`src/rtl/exe_stage_if.sv`:
```
// Purpose : bundles the EXE stage pipeline handshake, passthrough fields,
//           hazard info and data-SRAM request channel into one port.
// Ports   : master = ID/MEM/SRAM side (drives id_*, mem_allowin_in, data_addr_ok);
//           slave  = exe_stage (drives exe_*, data_* request fields).
interface exe_stage_if;
  // pipeline handshake
  logic        mem_allowin_in;
  logic        exe_allowin_out;
  logic        id_valid_in;
  logic        exe_valid_out;
  // instruction fields from ID
  logic [11:0] id_aluop_in;
  logic [31:0] id_aludata1_in;
  logic [31:0] id_aludata2_in;
  logic [31:0] id_RD2_in;
  logic [1:0]  id_sel_dm_in;
  logic [2:0]  id_sbhw_con_in;
  logic [4:0]  id_regnum_in;
  logic [2:0]  id_write_type_in;
  logic [3:0]  id_sel_wbdata_in;
  logic [31:0] id_PC_in;
  logic [31:0] id_NNPC_in;
  // registered results towards MEM
  logic [31:0] exe_alures_out;
  logic [4:0]  exe_regnum_out;
  logic [2:0]  exe_write_type_out;
  logic [3:0]  exe_sel_wbdata_out;
  logic [31:0] exe_PC_out;
  logic [31:0] exe_NNPC_out;
  // hazard info towards ID
  logic [2:0]  exe_write_type;
  logic [4:0]  exe_wnum;
  // data-SRAM request channel
  logic        data_req;
  logic        data_wr;
  logic [3:0]  data_wstrb;
  logic [31:0] data_addr;
  logic [31:0] data_wdata;
  logic        data_addr_ok;

  modport master (
    output mem_allowin_in, id_valid_in, id_aluop_in, id_aludata1_in, id_aludata2_in,
           id_RD2_in, id_sel_dm_in, id_sbhw_con_in, id_regnum_in, id_write_type_in,
           id_sel_wbdata_in, id_PC_in, id_NNPC_in, data_addr_ok,
    input  exe_allowin_out, exe_valid_out, exe_alures_out, exe_regnum_out,
           exe_write_type_out, exe_sel_wbdata_out, exe_PC_out, exe_NNPC_out,
           exe_write_type, exe_wnum, data_req, data_wr, data_wstrb, data_addr, data_wdata
  );

  modport slave (
    input  mem_allowin_in, id_valid_in, id_aluop_in, id_aludata1_in, id_aludata2_in,
           id_RD2_in, id_sel_dm_in, id_sbhw_con_in, id_regnum_in, id_write_type_in,
           id_sel_wbdata_in, id_PC_in, id_NNPC_in, data_addr_ok,
    output exe_allowin_out, exe_valid_out, exe_alures_out, exe_regnum_out,
           exe_write_type_out, exe_sel_wbdata_out, exe_PC_out, exe_NNPC_out,
           exe_write_type, exe_wnum, data_req, data_wr, data_wstrb, data_addr, data_wdata
  );
endinterface

```
`src/rtl/exe_stage.sv`:
```
// Purpose : pipeline EXE stage - one-hot ALU plus data-SRAM request issue for loads/stores.
// Latency : 1 cycle for ALU ops; memory ops wait in the stage until the SRAM accepts the request.
// Backpr. : holds the instruction (allowin low) until ready and MEM allows; no re-request while stalled.
// Ports   : clk, rst_n (async active-low), bus (exe_stage_if.slave: ID in, MEM out, SRAM request).
module exe_stage (
  input  logic           clk,
  input  logic           rst_n,
  exe_stage_if.slave     bus
);

  typedef enum logic [1:0] {IDLE, REQ, DONE} mem_state_e;

  mem_state_e  state, state_nxt;
  logic        valid_r;
  logic        ready;
  logic        allowin;
  logic        capture;
  logic        leave;

  logic [11:0] aluop_r;
  logic [31:0] data1_r;
  logic [31:0] data2_r;
  logic [31:0] rd2_r;
  logic [1:0]  sel_dm_r;
  logic [2:0]  sbhw_r;
  logic [4:0]  regnum_r;
  logic [2:0]  write_type_r;
  logic [3:0]  sel_wbdata_r;
  logic [31:0] pc_r;
  logic [31:0] nnpc_r;

  logic [31:0] alu_res;
  logic [4:0]  shamt;
  logic [3:0]  wstrb;
  logic [31:0] wdata;

  // ready also covers the accept cycle so a request can retire the same cycle it is taken
  assign ready   = (sel_dm_r == 2'b00) || (state == DONE) ||
                   ((state == REQ) && bus.data_addr_ok);
  assign allowin = !valid_r || (ready && bus.mem_allowin_in);
  assign capture = allowin && bus.id_valid_in;
  assign leave   = valid_r && ready && bus.mem_allowin_in;

  always_ff @(posedge clk or negedge rst_n) begin
    if (!rst_n) begin
      valid_r <= 1'b0;
    end else if (allowin) begin
      valid_r <= bus.id_valid_in;
    end
  end

  always_ff @(posedge clk or negedge rst_n) begin
    if (!rst_n) begin
      aluop_r      <= '0;
      data1_r      <= '0;
      data2_r      <= '0;
      rd2_r        <= '0;
      sel_dm_r     <= '0;
      sbhw_r       <= '0;
      regnum_r     <= '0;
      write_type_r <= '0;
      sel_wbdata_r <= '0;
      pc_r         <= '0;
      nnpc_r       <= '0;
    end else if (capture) begin
      aluop_r      <= bus.id_aluop_in;
      data1_r      <= bus.id_aludata1_in;
      data2_r      <= bus.id_aludata2_in;
      rd2_r        <= bus.id_RD2_in;
      sel_dm_r     <= bus.id_sel_dm_in;
      sbhw_r       <= bus.id_sbhw_con_in;
      regnum_r     <= bus.id_regnum_in;
      write_type_r <= bus.id_write_type_in;
      sel_wbdata_r <= bus.id_sel_wbdata_in;
      pc_r         <= bus.id_PC_in;
      nnpc_r       <= bus.id_NNPC_in;
    end
  end

  // Memory request FSM
  always_ff @(posedge clk or negedge rst_n) begin
    if (!rst_n) begin
      state <= IDLE;
    end else begin
      state <= state_nxt;
    end
  end

  always_comb begin
    state_nxt = state;
    if (capture) begin
      state_nxt = (bus.id_sel_dm_in != 2'b00) ? REQ : IDLE;
    end else if (leave) begin
      state_nxt = IDLE;
    end else begin
      case (state)
        REQ:     state_nxt = bus.data_addr_ok ? DONE : REQ;
        DONE:    state_nxt = DONE;
        default: state_nxt = IDLE;
      endcase
    end
  end

  // ALU on held operands; aluop is one-hot, all-zero falls to the default
  assign shamt = data1_r[4:0];

  always_comb begin
    alu_res = '0;
    case (1'b1)
      aluop_r[0]:  alu_res = data1_r + data2_r;
      aluop_r[1]:  alu_res = data1_r - data2_r;
      aluop_r[2]:  alu_res = {31'd0, $signed(data1_r) < $signed(data2_r)};
      aluop_r[3]:  alu_res = {31'd0, data1_r < data2_r};
      aluop_r[4]:  alu_res = data1_r & data2_r;
      aluop_r[5]:  alu_res = ~(data1_r | data2_r);
      aluop_r[6]:  alu_res = data1_r | data2_r;
      aluop_r[7]:  alu_res = data1_r ^ data2_r;
      aluop_r[8]:  alu_res = data2_r << shamt;
      aluop_r[9]:  alu_res = data2_r >> shamt;
      aluop_r[10]: alu_res = $signed(data2_r) >>> shamt;
      aluop_r[11]: alu_res = {data2_r[15:0], 16'h0000};
      default:     alu_res = '0;
    endcase
  end

  // Store lane steering; loads and non-memory ops drive zero strobes/data
  always_comb begin
    wstrb = 4'b0000;
    wdata = '0;
    if (sel_dm_r[1]) begin
      if (sbhw_r[0]) begin
        wstrb = 4'b0001 << alu_res[1:0];
        wdata = {4{rd2_r[7:0]}};
      end else if (sbhw_r[1]) begin
        wstrb = alu_res[1] ? 4'b1100 : 4'b0011;
        wdata = {2{rd2_r[15:0]}};
      end else if (sbhw_r[2]) begin
        wstrb = 4'b1111;
        wdata = rd2_r;
      end
    end
  end

  assign bus.exe_allowin_out    = allowin;
  assign bus.exe_valid_out      = valid_r && ready;
  assign bus.exe_alures_out     = alu_res;
  assign bus.exe_regnum_out     = regnum_r;
  assign bus.exe_write_type_out = write_type_r;
  assign bus.exe_sel_wbdata_out = sel_wbdata_r;
  assign bus.exe_PC_out         = pc_r;
  assign bus.exe_NNPC_out       = nnpc_r;
  assign bus.exe_write_type     = valid_r ? write_type_r : 3'b000;
  assign bus.exe_wnum           = regnum_r;

  // data_req comes straight from the state register so async reset drops it immediately
  assign bus.data_req   = (state == REQ);
  assign bus.data_wr    = sel_dm_r[1];
  assign bus.data_addr  = alu_res;
  assign bus.data_wstrb = wstrb;
  assign bus.data_wdata = wdata;

endmodule

```
`src/flat_wrapper.sv`:
```
// flat-port wrapper written by rule: the top's interface ports become plain ports
module exe_stage_flat 
  (clk, rst_n, bus_mem_allowin_in, bus_id_valid_in, bus_id_aluop_in, bus_id_aludata1_in, bus_id_aludata2_in, bus_id_RD2_in, bus_id_sel_dm_in, bus_id_sbhw_con_in, bus_id_regnum_in, bus_id_write_type_in, bus_id_sel_wbdata_in, bus_id_PC_in, bus_id_NNPC_in, bus_data_addr_ok, bus_exe_allowin_out, bus_exe_valid_out, bus_exe_alures_out, bus_exe_regnum_out, bus_exe_write_type_out, bus_exe_sel_wbdata_out, bus_exe_PC_out, bus_exe_NNPC_out, bus_exe_write_type, bus_exe_wnum, bus_data_req, bus_data_wr, bus_data_wstrb, bus_data_addr, bus_data_wdata);
  exe_stage_if bus_i ();
  input  logic clk;
  input  logic rst_n;
  input wire logic [$bits(bus_i.mem_allowin_in)-1:0] bus_mem_allowin_in;
  input wire logic [$bits(bus_i.id_valid_in)-1:0] bus_id_valid_in;
  input wire logic [$bits(bus_i.id_aluop_in)-1:0] bus_id_aluop_in;
  input wire logic [$bits(bus_i.id_aludata1_in)-1:0] bus_id_aludata1_in;
  input wire logic [$bits(bus_i.id_aludata2_in)-1:0] bus_id_aludata2_in;
  input wire logic [$bits(bus_i.id_RD2_in)-1:0] bus_id_RD2_in;
  input wire logic [$bits(bus_i.id_sel_dm_in)-1:0] bus_id_sel_dm_in;
  input wire logic [$bits(bus_i.id_sbhw_con_in)-1:0] bus_id_sbhw_con_in;
  input wire logic [$bits(bus_i.id_regnum_in)-1:0] bus_id_regnum_in;
  input wire logic [$bits(bus_i.id_write_type_in)-1:0] bus_id_write_type_in;
  input wire logic [$bits(bus_i.id_sel_wbdata_in)-1:0] bus_id_sel_wbdata_in;
  input wire logic [$bits(bus_i.id_PC_in)-1:0] bus_id_PC_in;
  input wire logic [$bits(bus_i.id_NNPC_in)-1:0] bus_id_NNPC_in;
  input wire logic [$bits(bus_i.data_addr_ok)-1:0] bus_data_addr_ok;
  output wire logic [$bits(bus_i.exe_allowin_out)-1:0] bus_exe_allowin_out;
  output wire logic [$bits(bus_i.exe_valid_out)-1:0] bus_exe_valid_out;
  output wire logic [$bits(bus_i.exe_alures_out)-1:0] bus_exe_alures_out;
  output wire logic [$bits(bus_i.exe_regnum_out)-1:0] bus_exe_regnum_out;
  output wire logic [$bits(bus_i.exe_write_type_out)-1:0] bus_exe_write_type_out;
  output wire logic [$bits(bus_i.exe_sel_wbdata_out)-1:0] bus_exe_sel_wbdata_out;
  output wire logic [$bits(bus_i.exe_PC_out)-1:0] bus_exe_PC_out;
  output wire logic [$bits(bus_i.exe_NNPC_out)-1:0] bus_exe_NNPC_out;
  output wire logic [$bits(bus_i.exe_write_type)-1:0] bus_exe_write_type;
  output wire logic [$bits(bus_i.exe_wnum)-1:0] bus_exe_wnum;
  output wire logic [$bits(bus_i.data_req)-1:0] bus_data_req;
  output wire logic [$bits(bus_i.data_wr)-1:0] bus_data_wr;
  output wire logic [$bits(bus_i.data_wstrb)-1:0] bus_data_wstrb;
  output wire logic [$bits(bus_i.data_addr)-1:0] bus_data_addr;
  output wire logic [$bits(bus_i.data_wdata)-1:0] bus_data_wdata;
  assign bus_i.mem_allowin_in = bus_mem_allowin_in;
  assign bus_i.id_valid_in = bus_id_valid_in;
  assign bus_i.id_aluop_in = bus_id_aluop_in;
  assign bus_i.id_aludata1_in = bus_id_aludata1_in;
  assign bus_i.id_aludata2_in = bus_id_aludata2_in;
  assign bus_i.id_RD2_in = bus_id_RD2_in;
  assign bus_i.id_sel_dm_in = bus_id_sel_dm_in;
  assign bus_i.id_sbhw_con_in = bus_id_sbhw_con_in;
  assign bus_i.id_regnum_in = bus_id_regnum_in;
  assign bus_i.id_write_type_in = bus_id_write_type_in;
  assign bus_i.id_sel_wbdata_in = bus_id_sel_wbdata_in;
  assign bus_i.id_PC_in = bus_id_PC_in;
  assign bus_i.id_NNPC_in = bus_id_NNPC_in;
  assign bus_i.data_addr_ok = bus_data_addr_ok;
  assign bus_exe_allowin_out = bus_i.exe_allowin_out;
  assign bus_exe_valid_out = bus_i.exe_valid_out;
  assign bus_exe_alures_out = bus_i.exe_alures_out;
  assign bus_exe_regnum_out = bus_i.exe_regnum_out;
  assign bus_exe_write_type_out = bus_i.exe_write_type_out;
  assign bus_exe_sel_wbdata_out = bus_i.exe_sel_wbdata_out;
  assign bus_exe_PC_out = bus_i.exe_PC_out;
  assign bus_exe_NNPC_out = bus_i.exe_NNPC_out;
  assign bus_exe_write_type = bus_i.exe_write_type;
  assign bus_exe_wnum = bus_i.exe_wnum;
  assign bus_data_req = bus_i.data_req;
  assign bus_data_wr = bus_i.data_wr;
  assign bus_data_wstrb = bus_i.data_wstrb;
  assign bus_data_addr = bus_i.data_addr;
  assign bus_data_wdata = bus_i.data_wdata;
  exe_stage u_core (.clk(clk), .rst_n(rst_n), .bus(bus_i));
endmodule
```
`config.mk`:
```
export PLATFORM = sky130hd
export DESIGN_NAME = exe_stage_flat
export DESIGN_NICKNAME = d
export VERILOG_FILES = /design/src/rtl/exe_stage_if.sv /design/src/rtl/exe_stage.sv /design/src/flat_wrapper.sv
export SDC_FILE = /design/constraint.sdc
export NUM_CORES = 1
export LEC_CHECK = 0
export CAP_MARGIN = 10
export CORE_MARGIN = 2
export CORE_UTILIZATION = 25
export DETAILED_ROUTE_END_ITERATION = 8
export GPL_ROUTABILITY_DRIVEN = 0
export PLACE_DENSITY = 0.5
export SYNTH_ARGS = -nofsm -noshare
export SYNTH_HDL_FRONTEND = slang
export SYNTH_SLANG_ARGS = --single-unit
```
`constraint.sdc`:
```
create_clock -name clk -period 4.5 [get_ports clk]
set_input_delay 0.9 -clock clk [delete_from_list [all_inputs] [get_ports clk]]
set_output_delay 0.9 -clock clk [all_outputs]
set_load 0.01 [all_outputs]
```
**After elaboration in Yosys (flattened, before gate mapping)**

Cells that the tools add are included.

- Output and inout bits: 188
- Word-level logic and storage cells: 65
- Flip-flop bits (word level): 192
- Input port bits: 194

- Add/sub/neg operators: 2
- Mux-type cells: 27
- Shift-type cells: 4
- Reduce and logical (&&, ||, !) cells: 11
- Bitwise gates (word level): 4
- Eq/ne operators: 2
- $lt $le $gt $ge: 2

Operators with widths:

| kind | count |
|---|---|
| 32-bit two-way mux | 16 |
| 32-bit < comparator | 2 |
| 32-bit adder | 1 |
| 32-bit AND | 1 |
| 32-bit NOT | 1 |
| 32-bit bitwise OR | 1 |
| 32-bit by 5-bit << shifter with 32-bit output | 1 |
| 32-bit by 5-bit right shift with 32-bit output | 1 |
| 32-bit by 5-bit >>> shifter with 32-bit output | 1 |
| 32-bit subtractor | 1 |
| 32-bit XOR | 1 |
| 4-bit two-way mux | 5 |
| 2-bit two-way mux | 3 |
| 1-bit logical AND | 5 |
| 2-bit one-hot mux with 2 select lines | 1 |
| 1-bit by 2-bit << shifter with 4-bit output, first input constant | 1 |
| 1-bit logical OR | 3 |
| 3-bit two-way mux | 1 |
| 2-bit by 1-bit == test with 1-bit output, second input constant | 1 |
| 2-bit == test, second input constant | 1 |
| 2-bit logical NOT | 1 |
| 2-bit nonzero test | 1 |
| 1-bit logical NOT | 1 |
| 1-bit two-way mux | 1 |

**Longest topological paths before layout**

Gate-level depths: netlist of the first run.

- Depth in word-level cells: 16
- Mapped depth: 17

**Worst setup path before layout of the first run**

Ideal clock, no wire load.

- Kind: register -> output
- Start: register u_core.data1_r[0]
- End: output port bus_exe_alures_out[26]
- Buffers on the path: 4
- Required time: 3.600 ns
- Slack: -0.258 ns
- Data arrival time: 3.858 ns
- Stages on the path, launching flop included: 18
- Cells stage by stage: dfrtp_1 buf_6 inv_2 buf_2 buf_2 ha_1 inv_1 fa_1 nor2b_1 o311a_1 o31ai_1 o21ai_1 o21ai_1 a31oi_2 a311oi_1 xnor2_1 o221ai_1 buf_4

- Word-level cells in the longest chain between the ends: 12
- Elaborated cells between the ends (all ways): 16

RTL lines:

| item | RTL line | text |
|---|---|---|
| start, declared | exe_stage.sv:21 | `logic [31:0] data1_r;` |
| start signal, assigned | exe_stage.sv:67 | `data1_r <= bus.id_aludata1_in;` |
| 32-bit by 5-bit >>> shifter with 32-bit output | exe_stage.sv:120 | `aluop_r[10]: alu_res = $signed(data2_r) >>> shamt;` |
| 32-bit two-way mux (10 in a row) | exe_stage.sv:109 | `case (1'b1)` |
| 32-bit two-way mux (*) | exe_stage.sv:109 |  |
| end, declared | flat_wrapper.sv:23 | `output wire logic [$bits(bus_i.exe_alures_out)-1:0] bus_exe_alures_out;` |

Every way passes the cells marked *; elsewhere a longest branch is shown, timed or not.

**Final worst setup path of the first run**

- Start: register u_core.data1_r[1]
- End: output port bus_exe_alures_out[31]

Same word-level chain as after synthesis.

==> results.json, run 1 <==
{
  "initial_core_util": 0.252,
  "grt_pass1_vias": 19500,
  "max_cap_violations": 0,
  "synth_compound_area_frac": 0.226,
  "area_growth_pct": 48.9,
  "cts-root-buf": "clkbuf_16",
  "grt_pass1_wl_um": 125000,
  "synth_edf_count": 0,
  "final_layout_size_suffix_gt1_frac": 0.328,
  "crit_path_cell_trace": "buf_6 > inv_4 > ha_4 > nor2_4 > o311a_4 > o41ai_2 > buf_4 > nor3_4 > o31ai_2 > buf_4 > buf_6 > a21oi_4 > a21oi_2 > mux2i_1 > o211ai_1 > buf_2",
  "grt_max_degree": 74,
  "grt-ovfl-total": 0,
  "wl_per_cell_um": 23.4,
  "rr_endpoint": "u_core.bus.exe_NNPC_out[1]",
  "fp.coreArea_sq_um": 71400,
  "hpwlAfterDp_um": 62600,
  "worst_r2r_startpoint": "u_core.sel_dm_r[1]",
  "cts_buffers": 17,
  "tightest_slew_ps": 962,
  "skew_ps": 15.9,
  "slowest_stage": "dfrtp_4",
  "fmax_ghz": 0.213,
  "rsz0062_at_grt": "true",
  "setup_violations": 25,
  "antenna_found_initial": 5,
  "avgSynthCellArea_sq_um": 8.52,
  "outcome": "finished, violations left",
  "num_io_pins": 382,
  "critPathKind": "reg2out",
  "crit_path_start_kind": "register",
  "synth_xor_xnor_area_share": 0.0200,
  "arrival_ps": 3790,
  "period_share": 1.04,
  "cts_tree": "done",
  "post_drt_via_cell_ratio": 5.45,
  "dieArea_sq_um": 74100,
  "synth_top_family_by_area": "compound AO/OA/AOI/OAI gates",
  "drc_errors": 0,
  "dp.cells": 3535,
  "synth.distinct_cells": 90,
  "drv_slew": 0,
  "synthMuxAreaShare": 0.188,
  "synth_fa_ha_area_frac": 0.0711,
  "rr_worst_depth": 6,
  "nets": 2957,
  "yosys.area_share.simple": 0.147,
  "cts.hold.buffers_added": 0,
  "wirelength_um": 84800,
  "synth-seq-cells": 192,
  "die_width_um": 272,
  "violations": "setup timing",
  "slew_headroom": 0.359,
  "cts_max_level": 4,
  "critical_path.max_fanout": 4,
  "fp.dieH_um": 272,
  "yosys_warnings": 0,
  "clock_latency_ps": 500,
  "worst_slack_ps": -186,
  "synthFlopType": "dfrtp_1",
  "dpl_cell_area_sq_um": 24300,
  "syn-num-nets": 2406,
  "synthArstFlopShare": 1.00,
  "design_area_sq_um": 26800,
  "min-delay-path-class": "in2async",
  "netlist_instances": 2111,
  "dr.pass1.iters": 5,
  "io_buffers": 381,
  "ant_nets": 0,
  "ctsLongestPathBuffers": 2,
  "cts_num_sinks": 192,
  "row_count": 98,
  "fin_crit_ps": 4690,
  "reg2reg_slack_ps": 1840,
  "fin_tns_setup_ps": -2640,
  "final_cell_count_no_fill": 3626,
  "syn-cell-area_sq_um": 18000,
  "required_ps": 3600,
  "drt_iter0_drc": 2091,
  "dr_total_vias": 19700,
  "grt.total_usage": 0.221,
  "clk_pin_slew_ps": 100,
  "finalHoldViolCount": 0,
  "setup.worst_path.end_class": "output pin",
  "slowest_delay_ps": 460,
  "post-route-util": 0.375,
  "seq_area_frac_synth": 0.267
}
-- cells in the final DEF (no fill, tap or decap), types with 40 or more instances in the layout --
master           synthesis  final
a21oi_1                143    125
buf_2                   25     54
buf_4                   46    310
clkdlybuf4s50_1          0    312
dfrtp_1                192    187
ha_1                    99     88
inv_1                   98     94
mux2_2                 128    126
mux4_2                  63     63
nand2_1                227    219
nor2_1                 169    150
nor3_1                  49     40
o21ai_0                199    158
-- worst max path at each step --
stage                                 start                     end  cells past startpoint
final                     u_core.data1_r[1]  bus_exe_alures_out[31]                     16
after detailed placement  u_core.data1_r[0]  bus_exe_alures_out[15]                     13
after global placement    u_core.data1_r[0]       bus_data_addr[15]                     13
after CTS                 u_core.data1_r[0]       bus_data_addr[28]                     16
after global routing      u_core.data1_r[0]       bus_data_addr[28]                     16
after floorplan           u_core.data1_r[0]  bus_exe_alures_out[26]                     17
-- cell type report --
type / instances / area (sq um)
Sequential cell: 192 / 4820
Inverter: 107 / 407
Timing Repair Buffer: 738 / 6670
Clock buffer: 17 / 425
Multi-Input combinational cell: 1606 / 13000
Tap cell: 950 / 1190
Fill cell: 7287 / 44600
Antenna cell: 1 / 2.50
Clock inverter: 15 / 221
-- cell families (layout without fill, tap and decap cells) --
family	Yosys count	count (layout)
AOI/OAI and AO/OA	634	634
and+or+nand+nor	588	588
buffers and inverters	313	877
muxes	242	242
DFF	192	192
adders and majority gates	101	101
xor gates and xnor gates	41	41
other	0	1
-- metal layers --
| metal | vias up | global-route usage | wire [um] |
|---|---|---|---|
| met3 | 229 | 0.0675 | 9660 |
| li1 | 8729 | - | - |
| met1 | 9564 | 0.284 | 33400 |
| met4 | 6 | 0.0946 | 3830 |
| met2 | 1219 | 0.344 | 37800 |
| met5 | - | 0 | 39 |
-- sequential cells by signal, indices dropped and copies added, names as in the netlist --
register and flops:
u_core.aluop_r 12, u_core.sel_dm_r 2, u_core.rd2_r 32, u_core.valid_r 1, u_core.bus.exe_sel_wbdata_out 4, u_core.bus.exe_NNPC_out 32, u_core.data1_r 32, u_core.sbhw_r 3
u_core.bus.exe_write_type_out 3, u_core.bus.exe_regnum_out 5, u_core.state 2, u_core.data2_r 32, u_core.bus.exe_PC_out 32
-- through the flow --
step / setup WS (ps) / hold WS (ps)
after floorplan: -51.0 / 475
after global placement: -452 / 489
after detailed placement: -486 / 494
after CTS: -248 / 417
after global routing: -255 / 466
final: -186 / 420
-- synthesized netlist by cell type (12+ instances only) --
cell / n / area [sq um]
nand2_1: 227 / 852
o21ai_0: 199 / 996
dfrtp_1: 192 / 4800
nor2_1: 169 / 634
a21oi_1: 143 / 716
mux2_2: 128 / 1440
clkbuf_1: 110 / 413
ha_1: 99 / 1240
inv_1: 98 / 368
mux4_2: 63 / 1420
mux2i_1: 50 / 500
nor3_1: 49 / 245
buf_4: 46 / 345
xnor2_1: 37 / 324
nand3_1: 28 / 140
buf_2: 25 / 125
o211ai_1: 25 / 188
a31oi_1: 24 / 150
and2_1: 24 / 150
nor2b_1: 24 / 150
a211oi_1: 23 / 173
a22oi_1: 22 / 165
nand2b_1: 19 / 119
o31ai_1: 17 / 128
o22ai_1: 16 / 100
buf_1: 15 / 56.3
a221oi_1: 13 / 114
o21bai_1: 13 / 97.6
o221ai_1: 12 / 105
-- worst max-delay path, delay by kind of cell, from the launching register on --
family                     cells  cell delay, ps
and+or+nand+nor                2             110
adders and majority gates      1             270
buffers and inverters          6             850
DFF                            1             460
muxes                          1             100
AOI/OAI and AO/OA              6            1520
-- what timing repair did --
action	CTS	global route
setup buffers	28	32
resized for setup	412	190
pin swaps	82	78
setup endpoints to repair	68	61
cloned	6	2
Power of run 1 is not shown: default switching activity piles up to over one toggle a cycle in this logic, so the estimate is an artifact.
==> run 2: changes to the inputs <==
ABC_AREA = 1   (was not set)
==> run 2 against run 1 <==
The run now ends clean. Worst setup slack better by 220 ps. Flip-flop and latch count unchanged. Sequential share of layout area rose by 1.7 points. Global-route usage grew 0.44 points. Clock skew grew 19 ps. Non-clock buffer count fell by 170. Critical path depth is 6 higher. Routed wire length up 0.38%. Area after synthesis down 1.3%. Highest routed layer unchanged.
==> results.json, run 2 <==
{
  "outcome": "finished clean",
  "wirelength_um": 85100,
  "grt_max_degree": 81,
  "drt_iter0_drc": 2043,
  "fmax_ghz": 0.224,
  "post_drt_via_cell_ratio": 4.96,
  "yosys_warnings": 0,
  "io_buffers": 381,
  "fp.dieH_um": 270,
  "cts-root-buf": "clkbuf_16",
  "fp.coreArea_sq_um": 70100,
  "skew_ps": 34.7,
  "synthFlopType": "dfrtp_1",
  "worst_slack_ps": 37.2,
  "min-delay-path-class": "in2async",
  "cts_tree": "done",
  "final_common_cell": "nand2_1",
  "finalHoldViolCount": 0,
  "ctsLongestPathBuffers": 2,
  "grt.total_usage": 0.226,
  "row_count": 97,
  "synthTopCellsByArea": "dfrtp_1 (27%), nand2_1 (23%), a21oi_1 (7.1%), ha_1 (7.0%), o21ai_0 (6.7%)",
  "ant_nets": 0,
  "required_ps": 3600,
  "grt_pass1_wl_um": 126000,
  "antenna_found_initial": 7,
  "final_layout_size_suffix_gt1_frac": 0.120,
  "fin_crit_ps": 4460,
  "grt_pass1_vias": 19800,
  "rsz0062_at_grt": "true",
  "multi_input_area_sq_um": 11500,
  "cts_buffers": 17,
  "die_width_um": 270,
  "arrival_ps": 3560,
  "dieArea_sq_um": 73100,
  "cts_num_sinks": 192,
  "cts_max_level": 4,
  "netlist_instances": 2900,
  "crit_path_start_kind": "register",
  "initial_core_util": 0.253,
  "avgSynthCellArea_sq_um": 6.12,
  "setup_violations": 0,
  "max_cap_violations": 0,
  "critical_path.max_fanout": 16,
  "slew_headroom": 0.382,
  "synth.most_common_cell": "nand2_1",
  "dr_total_vias": 21000,
  "syn-num-nets": 3195,
  "synthArstFlopShare": 1.00,
  "wl_per_cell_um": 20.1,
  "period_share": 0.992,
  "place_ws_ps": 211,
  "num_io_pins": 382,
  "nets": 3577,
  "synth-seq-cells": 192,
  "num-fill-cells": 7772,
  "reg2reg_slack_ps": 1630,
  "hpwlAfterDp_um": 65600,
  "netlist_top_cells_count": "nand2_1 (1089), a21oi_1 (251), o21ai_0 (238)",
  "synth.distinct_cells": 54,
  "critPathKind": "reg2out",
  "cts.hold.buffers_added": 0,
  "tightest_slew_ps": 927,
  "grt-ovfl-total": 0,
  "most-common-layout-cells": "nand2_1 (1074), clkdlybuf4s50_1 (321), a21oi_1 (234)",
  "drc_errors": 0,
  "syn-cell-area_sq_um": 17700,
  "dr.pass1.iters": 6,
  "netlist.area_leader.share": 0.271,
  "setup.worst_path.end_class": "output pin",
  "seq_area_frac_synth": 0.271,
  "yosys.area.top_type": "dfrtp_1",
  "regArea_sq_um": 4820,
  "area_growth_pct": 38.1,
  "clock_latency_ps": 510,
  "synth_edf_count": 0,
  "clk_pin_slew_ps": 100,
  "drv_slew": 0
}
## run 2: repair_timing
item                       CTS  global route
resized for setup           94           178
buffers inserted            12            20
gates cloned                 1             1
pin swaps                    9            29
setup endpoints to repair   62            63
## run 2: cell type report
| class | count | area share |
|---|---|---|
| Antenna cell | 1 | 0.000102 |
| Clock buffer | 17 | 0.0174 |
| Clock inverter | 15 | 0.00899 |
| Inverter | 228 | 0.0354 |
| Multi-Input combinational cell | 2275 | 0.471 |
| Sequential cell | 192 | 0.197 |
| Tap cell | 940 | 0.0480 |
| Timing Repair Buffer | 568 | 0.222 |
## run 2: worst max-delay path, cell delays in order (launching register included)
cell and delay, ps:
dfrtp_2 430, clkinv_4 110, buf_8 170, nand2_1 120
nand2_1 100, nand2_1 60, o21ai_1 70, buf_4 160
mux2i_1 210, nand2_1 90, nand3_1 90, o21ai_2 60
o21ai_2 210, nand2_1 120, nand2_1 90, nand2_1 50
nand2_1 90, nand2_1 60, nand2_1 90, nand2_1 50
nand2_1 50, nand2_1 90, clkdlybuf4s50_1 480
## run 2: final timing paths
path                               startpoint            endpoint  cells past startpoint
hold / removal                          rst_n   u_core.data2_r[8]                      1
hold reg to reg            u_core.sel_dm_r[0]  u_core.sel_dm_r[0]                      2
setup reg to reg           u_core.sel_dm_r[1]   u_core.data1_r[1]                      8
setup / recovery            u_core.data1_r[0]   bus_data_addr[21]                     22
max in group asynchronous               rst_n  u_core.data2_r[24]                      2
min in group clk           u_core.sel_dm_r[0]  u_core.sel_dm_r[0]                      2
## run 2: routing by layer
layer  routed length [um]  GRT usage
met1                36900      0.304
met2                36400      0.343
met3                 9040     0.0685
met4                 2620     0.0726
met5                   86          0
## run 2: through the flow
| stage | TNS, ps | util | cells | instance area, sq um | hold slack (ps) |
|---|---|---|---|---|---|
| finish | 0 | 0.349 | 4236 | 24500 | 423 |
| global route | -707 | 0.349 | 4235 | 24500 | 474 |
| CTS | -325 | 0.341 | 4215 | 23900 | 441 |
| detailed placement | 0 | 0.328 | 4170 | 23000 | 458 |
| global placement | 0 | 0.328 | 4170 | 23000 | 452 |
| floorplan | 0 | - | 2900 | 17700 | 437 |
## run 2: kinds of logic (layout without fill, tap and decap cells)
kind of cell / Yosys count / count (layout) / synth area share
muxes: 6 / 6 / 0.00339
AOI/OAI and AO/OA: 629 / 629 / 0.193
DFF: 192 / 192 / 0.271
and+or+nand+nor: 1516 / 1516 / 0.342
xor gates and xnor gates: 23 / 23 / 0.0114
buffers and inverters: 433 / 828 / 0.107
other: 0 / 1 / 0
adders and majority gates: 101 / 101 / 0.0721
Power of run 2 is left out for the same reason.
